File: config.mk
export PLATFORM = sky130hd
export DESIGN_NAME = instruction_fetch
export DESIGN_NICKNAME = d
export VERILOG_FILES = /design/src/rtl/instruction_fetch.sv
export SDC_FILE = /design/constraint.sdc
export NUM_CORES = 1
export LEC_CHECK = 0
export BUFFER_PORTS_ARGS = -buffer_cell sky130_fd_sc_hd__buf_4
export CAP_MARGIN = 20
export CORE_ASPECT_RATIO = 1.2
export CORE_MARGIN = 2
export CORE_UTILIZATION = 45
export CTS_BUF_LIST = sky130_fd_sc_hd__clkbuf_2 sky130_fd_sc_hd__clkbuf_4 sky130_fd_sc_hd__clkbuf_8
export CTS_CLUSTER_SIZE = 14
export DETAILED_ROUTE_END_ITERATION = 8
export PLACE_DENSITY = 0.78
export SYNTH_ARGS = -nofsm -noshare
export SYNTH_HDL_FRONTEND = slang
export SYNTH_SLANG_ARGS = --single-unit
File: constraint.sdc
create_clock -name clk -period 2 [get_ports clk]
set_input_delay 0.1 -clock clk [delete_from_list [all_inputs] [get_ports clk]]
set_output_delay 0.1 -clock clk [all_outputs]
set_load 0.05 [all_outputs]
File: src/rtl/instruction_fetch.sv
// Fetch initiator for a synchronous instruction memory: one instr per cycle, first valid one cycle after reset.
// Stall holds the shown word by re-reading its address; a redirect drops the current word and restarts at redirect_pc.
module instruction_fetch #(
    parameter int unsigned           ADDR_WIDTH  = 16,
    parameter int unsigned           DATA_WIDTH  = 32,
    parameter logic [ADDR_WIDTH-1:0] RESET_PC    = '0,
    parameter int unsigned           COUNT_WIDTH = 32
) (
    input  logic                   clk,
    input  logic                   reset,
    output logic [ADDR_WIDTH-1:0]  imem_addr,
    input  logic [DATA_WIDTH-1:0]  imem_rd,
    input  logic                   stall,
    input  logic                   redirect,
    input  logic [ADDR_WIDTH-1:0]  redirect_pc,
    output logic [DATA_WIDTH-1:0]  instr,
    output logic [ADDR_WIDTH-1:0]  instr_pc,
    output logic                   instr_valid,
    output logic [COUNT_WIDTH-1:0] fetch_count
);
    logic [ADDR_WIDTH-1:0] fetch_pc;
    logic [ADDR_WIDTH-1:0] resp_pc;
    logic                  resp_valid;
    logic                  advance;
    logic                  accept;

    // With nothing held there is nothing to stall, so the pipe keeps filling.
    assign advance     = !stall || !resp_valid;
    assign instr_valid = resp_valid && !redirect;
    assign accept      = instr_valid && !stall;
    assign instr       = imem_rd;
    assign instr_pc    = resp_pc;

    always_comb begin
        imem_addr = resp_pc;
        if (redirect)
            imem_addr = redirect_pc;
        else if (advance)
            imem_addr = fetch_pc;
    end

    always_ff @(posedge clk or posedge reset) begin
        if (reset) begin
            fetch_pc    <= RESET_PC;
            resp_pc     <= RESET_PC;
            resp_valid  <= 1'b0;
            fetch_count <= '0;
        end else begin
            if (redirect) begin
                resp_pc    <= redirect_pc;
                resp_valid <= 1'b1;
                fetch_pc   <= redirect_pc + ADDR_WIDTH'(1);
            end else if (advance) begin
                resp_pc    <= fetch_pc;
                resp_valid <= 1'b1;
                fetch_pc   <= fetch_pc + ADDR_WIDTH'(1);
            end
            if (accept)
                fetch_count <= fetch_count + COUNT_WIDTH'(1);
        end
    end
endmodule

==> metrics.txt, run 1 <==
status complete, no violations; Post-route DRC 0; library cells used by synthesis 47; wire length on met3 591 um; Setup crit start kind flip-flop; Main synth FF type dfrtp_1; routed len/inst 15.7 um; final clock period utilization by the worst path 95.2%; Rows 36; Clock Latency Late Sink 0.34 ns; min Tclk post-route 1.90 ns; first-pass GRT wire length 14.3 mm; final hold viol count 0; initial antenna violation count 0; CTS tree built; antenna-violating nets left 0; post-DP HPWL 6.40 mm; syn_nets ~440; vias per std cell between 5 and 6; gp weighted congestion 0.862; Synth Cell Area 3700 um2; CTS clk-pin slew, worst paths 0.07 ns; final std cells w/o fill approximately 560; Worst setup EP type flip-flop; setup TNS 0 ns; routed wl met2 4.29 mm; all-layer global routing usage 20.1%; max frequency 525 MHz; final setup vio count 0; uppermost routed layer met4; final-layout fill cell count 685; post-route cell area 4720 um2; Synth-to-Final Area Change 27.5%; core area 8060 um2; drt first pass iters 5; Final nets roughly 500; H-tree level count 3; Pins Over Slew Limit 0; PwrDens a little under 900 nW/um2; Leak 2.22 nW; sequential share of the synthesized area 44.0%; die area 8970 um2; vias in the first global route 3070; Placed Cells 538; FF+latch count, synth 65; CTS buffer count 9; drt total wl about 8.8 mm; area of the multi-input gates about 1800 um2; vias 3116; Starting Density 45.9%; Crit Path Category flip-flop to flip-flop; Post-synth EDFFs 0; largest net degree at the start of global routing 66; PortBufs between 80 and 90; Overflow after GRT 0; Synth Area per Inst 9.69 um2; CTS root buf clkbuf_8; Max-Cap Viols 0; Clock Path Buffers 2; # diodes 0; Ports about 150; placed cell area 4430 um2; Async SR Flop Fraction 100%; M1 wire length around 3.7 mm; Crit Path Max Fanout 8; Cells after Synth 382; Register Area 1640 um2; Final Core Density 58.5%; # clock sinks between 60 and 70; Setup Skew 0.00645 ns; layout cells sized above 1 35.0%; drt initial violations 187; CP arrival 2.17 ns; die width 86.8 um; overall die height between 100 and 150 um; HP Class input port to flip-flop; Synth Warn # 0; Max IR drop VDD 0.000367 V; Worst EP required 2.27 ns
per-layer routing:
| layer | global-route usage (%) | vias up |
|---|---|---|
| li1 | - | 1481 |
| met1 | 23.8 | 1499 |
| met2 | 35.1 | 106 |
| met3 | 4.29 | 30 |
| met4 | 9.38 | 0 |
| met5 | 0 | - |
metrics by stage:
| stage | power [mW] | setup WS (ns) | hold slack [ns] |
|---|---|---|---|
| 5_1_grt | 4.29 | -0.0113 | 0.0213 |
| 4_1_cts | 4.12 | 0.0239 | 0.00748 |
| 2_1_floorplan | 2.57 | -0.00499 | 0.291 |
| 6_report | 4.11 | 0.0956 | 0.0102 |
| 3_3_place_gp | 2.77 | 0.135 | 0.200 |
| 3_5_place_dp | 2.79 | 0.0463 | 0.200 |
where the power goes:
part / switching, mW / internal, mW
clock: 0.496 / 0.834
combinational: 0.783 / 0.411
sequential: 0.134 / 1.45
total: 1.41 / 2.70
critical path, cell delays in order (launching register included):
cell      delay (ns)
dfrtp_1         0.34
inv_1           0.04
o21ai_1         0.18
ha_2            0.23
nand4b_1        0.13
a22oi_2         0.26
buf_4           0.20
a41o_1          0.17
o211ai_1        0.10
a21oi_1         0.17
cell type report:
cell class,count,share of cell area [%]
clock buffers,14,3.82
well taps,95,2.52
inverters,12,0.955
repair buffers,111,18.0
clock inverters,2,1.27
flip-flops and latches,65,34.8
multi-input cells,259,38.7
flip-flops by register name, summed over array words and instances (netlist names):
register / count
fetch_pc: 16
resp_valid: 1
instr_pc: 16
fetch_count: 32
worst paths after layout:
| path | start | to | slack, ns | cells past startpoint |
|---|---|---|---|---|
| max | fetch_pc[0] | fetch_pc[10] | 0.1 | 9 |
| min | redirect_pc[15] | instr_pc[15] | 0.01 | 3 |
| max reg2reg | fetch_pc[0] | fetch_pc[10] | 0.1 | 9 |
| min reg2reg | fetch_count[2] | fetch_count[2] | 0.49 | 1 |
| max in group asynchronous | reset | fetch_count[2] | 1.30 | 4 |
| min in group asynchronous | reset | fetch_pc[3] | 0.40 | 4 |
synth_stat cells (7+ instances only):
master / number / area, um2
dfrtp_1: 65 / 1630
nand3_1: 22 / 110
clkbuf_1: 10 / 37.5
a21oi_1: 14 / 70.1
mux2i_1: 22 / 220
nand2_1: 30 / 113
nand4_1: 20 / 125
inv_1: 12 / 45.0
and3_1: 9 / 56.3
buf_4: 33 / 248
a31oi_1: 7 / 43.8
xnor2_1: 27 / 236
nand2b_1: 7 / 43.8
nor2_1: 15 / 56.3
o21ai_0: 18 / 90.1
xor2_1: 15 / 131
cells by family (layout without fill, tap and decap cells):
kind of cell               Yosys count  in the layout  share of synthesized area (%)
muxes                               23             23                           6.26
other                                1              1                          0.101
buffers and inverters               58            139                           9.27
and+or+nand+nor                    125            125                           18.3
adders and majority gates            2              2                          0.676
xor gates and xnor gates            42             42                           9.94
AOI/OAI and AO/OA                   66             66                           11.5
DFF                                 65             65                           44.0
layout by cell type, fill, tap and decap left out, types with 2 or more instances in the layout:
cell,synthesis,final
a21boi_1,1,6
a21oi_1,14,12
a21oi_2,0,2
a221oi_1,2,2
a22oi_1,3,2
a31oi_1,7,7
a41o_1,2,2
and2_1,3,2
and3_1,9,9
and4_1,3,3
buf_4,33,109
bufinv_16,0,2
clkbuf_4,0,2
clkbuf_8,0,12
dfrtp_1,65,54
dfrtp_2,0,11
inv_1,12,11
mux2i_1,22,22
nand2_1,30,29
nand2b_1,7,7
nand3_1,22,22
nand3b_1,2,2
nand4_1,20,20
nand4b_1,3,3
nor2_1,15,15
nor2b_1,4,2
nor2b_2,0,2
nor4_1,3,2
o21ai_0,18,8
o21ai_1,3,4
o21ai_2,0,9
xnor2_1,27,27
xor2_1,15,15
repair_timing:
action,CTS,global route
pin swaps,0,1
buffers inserted,0,3
endpoints found under the setup margin,12,5
endpoints found under the hold margin,65,0
gates resized for setup,1,2
hold buffers,1,0
Note: power is estimated with default switching activity, not from simulation.
==> inputs of run 2 (changes only) <==
MAX_ROUTING_LAYER = met4   (was unset)
==> run 2 against run 1 <==
Clock power about the same. Non-clock buffer count unchanged. Clock-buffer cell count unchanged. Via count decreased by 0.26%. Largest cell class unchanged.
==> metrics.txt, run 2 (synthesis results as in run 1) <==
R2R depth 9 (unchanged); H-tree level count 3 (unchanged); layout cells sized above 1 35.0% (unchanged); Worst setup startpoint fetch_pc[0]; Overflow after GRT 0 (unchanged); Crit Path Category flip-flop to flip-flop; post-route cell area 4720 um2 (unchanged); die width 86.8 um (unchanged); drt first pass iters 6 (+1); commonest non-fill, non-tap cells in the layout buf_4, dfrtp_1, nand2_1; commonest non-fill, non-tap cell in the layout buf_4; reg-to-reg slack, setup 0.09 ns (about the same); vias in the first global route 3065 (-0.16%); Clock Latency Late Sink 0.33 ns (about the same); area of the multi-input gates 1820 um2 (unchanged); vias per std cell 5.57 (-0.26%); post-DP HPWL 6.40 mm (unchanged); drt initial violations 199 (+6.4%); final clock period utilization by the worst path 95.3% (+0.12 points); Ports 149 (unchanged); Post-Place Setup Slack 0.0463 ns (unchanged); final setup vio count 0 (unchanged); Setup crit start kind flip-flop; CTS clk-pin slew, worst paths 0.07 ns (about the same); gp weighted congestion 0.875 (+1.6%); core area 8060 um2 (unchanged); Crit Path Max Fanout 8 (unchanged); setup TNS 0 ns (unchanged); Pins Over Slew Limit 0 (unchanged); Starting Density 45.9% (unchanged); PortBufs 84 (unchanged); max FFs per register 32 (unchanged); placed cell area 4430 um2 (unchanged); final-layout fill cell count 685 (unchanged); Synth-to-Final Area Change 27.5% (unchanged); Largest stage delay, worst path 0.34 ns (about the same); Reg2Reg Capture Point fetch_pc[10]; Reg with most FFs fetch_count; largest net degree at the start of global routing 66 (unchanged); Hold Slack 0.0132 ns (+0.00302 ns); Worst setup EP type flip-flop; post-route setup slack 0.0932 ns (-0.00238 ns); PwrDens 870 nW/um2 (-0.11%); Rows 36 (unchanged); Worst EP required 2.26 ns (about the same); # clock sinks 65 (unchanged); drt total wl 8.77 mm (about the same); # diodes 0 (unchanged); Leak 2.22 nW (unchanged); CTS root buf clkbuf_8; status complete, no violations; Clock Path Buffers 2 (unchanged); initial antenna violation count 0 (unchanged); CTS tree built; Setup Skew 0.00661 ns (+0.000166 ns); vias 3108 (-0.26%); Max IR drop VDD 0.000367 V (about the same); Post-route DRC 0 (unchanged); CP cell instances inv_1 > o21ai_1 > ha_2 > nand4b_1 > a22oi_2 > buf_4 > a41o_1 > o211ai_1 > a21oi_1; all-layer global routing usage 20.7% (+0.60 points); final hold viol count 0 (unchanged); first-pass GRT wire length 14.3 mm (about the same); Register Area 1640 um2 (unchanged); max frequency 524 MHz (-0.12%); Final nets 512 (unchanged); antenna-violating nets left 0 (unchanged); CP arrival 2.17 ns (about the same); HP Class input port to flip-flop; CP max-delay cell dfrtp_1; CTS buffer count 9 (unchanged); routed len/inst 15.7 um (about the same); overall die height 103 um (unchanged); crit path to fetch_pc[10]; Max-Cap Viols 0 (unchanged); die area 8970 um2 (unchanged); origin of the critical flop-to-flop path fetch_pc[0]; min Tclk post-route 1.91 ns (+0.00238 ns)
[run 2: final cells by class]
| type | count | area share [%] |
|---|---|---|
| multi-input combinational | 259 | 38.7 |
| sequential | 65 | 34.8 |
| tap | 95 | 2.52 |
| clock inverter | 2 | 1.27 |
| timing repair buffer | 111 | 18.0 |
| inverter | 12 | 0.955 |
| clock buffer | 14 | 3.82 |
[run 2: worst min-delay path by stage]
| stage | slack [ns] | end | from | cells after the start |
|---|---|---|---|---|
| after floorplan | 0.29 | fetch_pc[2] | redirect_pc[2] | 2 |
| after global placement | 0.20 | instr[12] | imem_rd[12] | 0 |
| after detailed placement | 0.20 | instr[12] | imem_rd[12] | 0 |
| after CTS | 0.007 | instr_pc[15] | redirect_pc[15] | 3 |
| after global routing | 0.02 | instr_pc[15] | redirect_pc[15] | 3 |
| final | 0.01 | instr_pc[15] | redirect_pc[15] | 3 |
[run 2: through the flow]
| step | utilization [%] | std cells | power, mW |
|---|---|---|---|
| after global routing | 58.5 | 558 | 4.29 |
| after detailed placement | 55.0 | 538 | 2.79 |
| after global placement | 55.0 | 538 | 2.77 |
| final | 58.5 | 558 | 4.10 |
| after floorplan | - | 382 | 2.57 |
| after CTS | 58.1 | 555 | 4.12 |
[run 2: report_power, final]
group / internal (mW) / switching [mW] / leakage [nW]
clock network: 0.834 / 0.490 / 0.124
logic: 0.411 / 0.784 / 1.30
registers: 1.45 / 0.134 / 0.799
[run 2: routing by layer]
metal / vias to the layer above / share of wire (%) / track usage [%]
met5: - / 0 / -
met4: 0 / 2.3 / 9.38
li1: 1481 / - / -
met2: 116 / 49 / 34.9
met1: 1484 / 42 / 24.0
met3: 27 / 6.7 / 4.13
[run 2: what timing repair did]
| item | CTS | global route |
|---|---|---|
| pin swaps | 0 | 1 |
| hold buffers | 1 | 0 |
| resized for setup | 1 | 2 |
| buffers inserted | 0 | 3 |
| setup endpoints to repair | 12 | 5 |
| hold endpoints to repair | 65 | 0 |
[run 2: critical path, delay by kind of cell (launching register included)]
family,cells,cell delay (ns)
DFF,1,0.34
buffers and inverters,2,0.24
adders and majority gates,1,0.23
AOI/OAI and AO/OA,5,0.89
and+or+nand+nor,1,0.13
==> inputs of run 3 (changes only) <==
ABC_AREA = 1   (was unset)
CORE_MARGIN = 3   (was 2)
CORE_UTILIZATION = 40   (was 45)
PLACE_DENSITY = 0.7   (was 0.78)
==> run 3 against run 2 <==
Setup slack gained 0.011 ns. Clock skew grew 0.00084 ns. Largest power group unchanged. Register-to-register slack gained 0.25 ns. Global-route usage shrank 2.1 points. Largest cell class unchanged. Area after synthesis grew 4.5%.
==> metrics.txt, run 3 <==
Worst-Margin Slew 0.695 ns; vias 3367 (+8.3%); # clock sinks 65 (unchanged); CTS buffer count 9 (unchanged); final hold viol count 0 (unchanged); most common cell in the netlist nand2_1; drt first pass iters 4 (-2); Net Sw Frac 37.3% (+3.0 points); Worst setup EP type primary output; antenna-violating nets left 0 (unchanged); top cells by instance count after synthesis nand2_1, dfrtp_1, nor2_1; PortBufs 84 (unchanged); commonest non-fill, non-tap cells in the layout nand2_1, buf_4, dfrtp_1; commonest non-fill, non-tap cell in the layout nand2_1; gp weighted congestion 0.948 (+8.2%); final std cells w/o fill 674 (+21%); Clock Path Buffers 2 (unchanged); max frequency 528 MHz (+0.60%); Overflow after GRT 0 (unchanged); die area 10900 um2 (+21%); syn_nets 536 (+23%); final-layout fill cell count 901 (+32%); Slew HR between 50% and 60%; Synth area leader dfrtp_1; HP Class input port to flip-flop; CTS clk-pin slew, worst paths 0.07 ns (about the same); register share of total power 40.4% (+1.8 points); CTS root buf clkbuf_8; Async SR Flop Fraction 100% (unchanged); overall die height 114 um (+10%); Clock Latency Late Sink 0.34 ns (about the same); all-layer global routing usage 18.6% (-2.1 points); Register Area 1630 um2 (-0.84%); Max IR drop VDD 0.000380 V (+3.6%); post-DP HPWL 6.93 mm (+8.3%); Placed Cells 654 (+22%); Synth Area per Inst 8.02 um2 (-17%); Rows 38 (+5.6%); Setup Skew 0.00746 ns (+0.000844 ns); RSZ-0062 raised after global routing false; core area 9220 um2 (+14%); final setup vio count 0 (unchanged); Max-Cap Viols 0 (unchanged); Leak 2.44 nW (+9.8%); area of the multi-input gates 1820 um2 (-0.21%); Synth Warn # 0 (unchanged); PwrDens 806 nW/um2 (-7.4%); Setup crit start kind flip-flop; Reg with most FFs fetch_count; routed len/inst 13.8 um (-12%); drt initial violations 103 (-48%); Starting Density 41.9% (-4.0 points); Synth top area share 42.1% (-1.9 points); layout cells sized above 1 32.1% (-2.9 points); Synth-to-Final Area Change 21.8%; min Tclk post-route 1.90 ns (-0.0114 ns); switching pwr 1.42 mW (+0.60%); FF+latch count, synth 65 (unchanged); Ports 149 (unchanged); Cells after Synth 482 (+26%); Crit Path Category flip-flop to primary output; final clock period utilization by the worst path 94.8% (-0.57 points); sequential share of the synthesized area 42.1% (-1.9 points); vias per std cell 5.00 (-10%); Crit Path Max Fanout 8 (unchanged); vias in the first global route 3357 (+9.5%); Pint 2.38 mW (-12%); Post-route DRC 0 (unchanged); clock power share 29.6% (-2.6 points); Combinational Power Share 30.0% (+0.9 points); library cells used by synthesis 39 (-17%); Final nets 603 (+18%); max FFs per register 32 (unchanged); Pins Over Slew Limit 0 (unchanged); Post-synth EDFFs 0 (unchanged); post-route cell area 4710 um2 (-0.11%); first-pass GRT wire length 15.7 mm (+9.7%); drt total wl 9.31 mm (+6.1%); CTS tree built; placed cell area 4460 um2 (+0.56%); initial antenna violation count 0 (unchanged); CP arrival 1.80 ns (-0.37 ns); status complete, no violations; H-tree level count 3 (unchanged); top cells by area, synth dfrtp_1, nand2_1, buf_4, nor2_1, inv_1; # diodes 0 (unchanged); Synth Cell Area 3870 um2 (+4.5%); largest net degree at the start of global routing 33 (-50%); Worst EP required 1.90 ns (-0.36 ns); Main synth FF type dfrtp_1; die width 95.8 um (+10%)
==> run 3: worst max-delay path, stage by stage (launching register included) <==
cell and delay (ns):
dfrtp_1 0.42, nand2_2 0.12, nor2_8 0.11, clkinvlp_4 0.18, buf_4 0.22, a22oi_2 0.18, buf_4 0.23
==> run 3: stage by stage <==
| stage | hold WS [ns] | setup WS (ns) | power, mW | TNS, ns | utilization, % |
|---|---|---|---|---|---|
| 5_1_grt | 0.0354 | 0.00525 | 4.00 | 0 | 51.1 |
| 3_5_place_dp | 0.200 | 0.303 | 2.69 | 0 | 48.3 |
| 3_3_place_gp | 0.200 | 0.369 | 2.67 | 0 | 48.3 |
| 2_1_floorplan | 0.341 | -0.0869 | 2.52 | -0.426 | - |
| 6_report | 0.0509 | 0.105 | 3.80 | 0 | 51.1 |
| 4_1_cts | 0.0312 | -0.0120 | 3.84 | -0.0120 | 50.9 |
==> run 3: per-layer routing <==
metal  GRT usage (%)  up-vias  wire length (um)
met5               -        -                 0
met4            6.07        0                85
met3            4.49       11               614
met2            31.5      112              4740
met1            21.5     1604              3870
li1                -     1640                 -
==> run 3: cells by family (layout without fill, tap and decap cells) <==
logic type	after synthesis	in the layout	synth area share [%]
AOI/OAI and AO/OA	36	36	5.47
xor gates and xnor gates	24	24	5.44
DFF	65	65	42.1
other	1	1	0.0970
and+or+nand+nor	268	268	33.9
buffers and inverters	86	158	12.4
adders and majority gates	2	2	0.647
==> run 3: worst paths after layout <==
path                           startpoint         endpoint  slack, ns  depth (start not counted)
setup / recovery               resp_valid     imem_addr[5]       0.10                          6
hold / removal             redirect_pc[4]      instr_pc[4]       0.05                          3
setup reg to reg           fetch_count[1]  fetch_count[30]       0.34                          8
hold reg to reg              fetch_pc[14]     fetch_pc[14]       0.49                          2
max in group asynchronous           reset   fetch_count[7]       0.96                          4
min in group asynchronous           reset     instr_pc[11]       0.43                          3
==> run 3: timing repair <==
action	CTS	global route
resized for setup	1	5
buffers inserted	3	0
setup endpoints to repair	2	9
pin swaps	0	0
hold buffers	1	0
endpoints found under the hold margin	29	0
==> run 3: area by class of cell <==
| cell class | instances | area share, % |
|---|---|---|
| clock buffers | 10 | 2.92 |
| clock inverters | 6 | 1.22 |
| inverters | 46 | 3.74 |
| multi-input cells | 331 | 38.6 |
| flip-flops and latches | 65 | 34.5 |
| well taps | 120 | 3.19 |
| repair buffers | 96 | 15.8 |
==> run 3: power by group through the flow <==
| stage | Clock (mW) | Combinational (mW) | Sequential, mW |
|---|---|---|---|
| after floorplan | 0 | 0.691 | 1.83 |
| after global placement | 0 | 1.12 | 1.55 |
| after detailed placement | 0 | 1.13 | 1.56 |
| after CTS | 1.16 | 1.14 | 1.54 |
| after global routing | 1.23 | 1.22 | 1.55 |
| final | 1.13 | 1.14 | 1.53 |
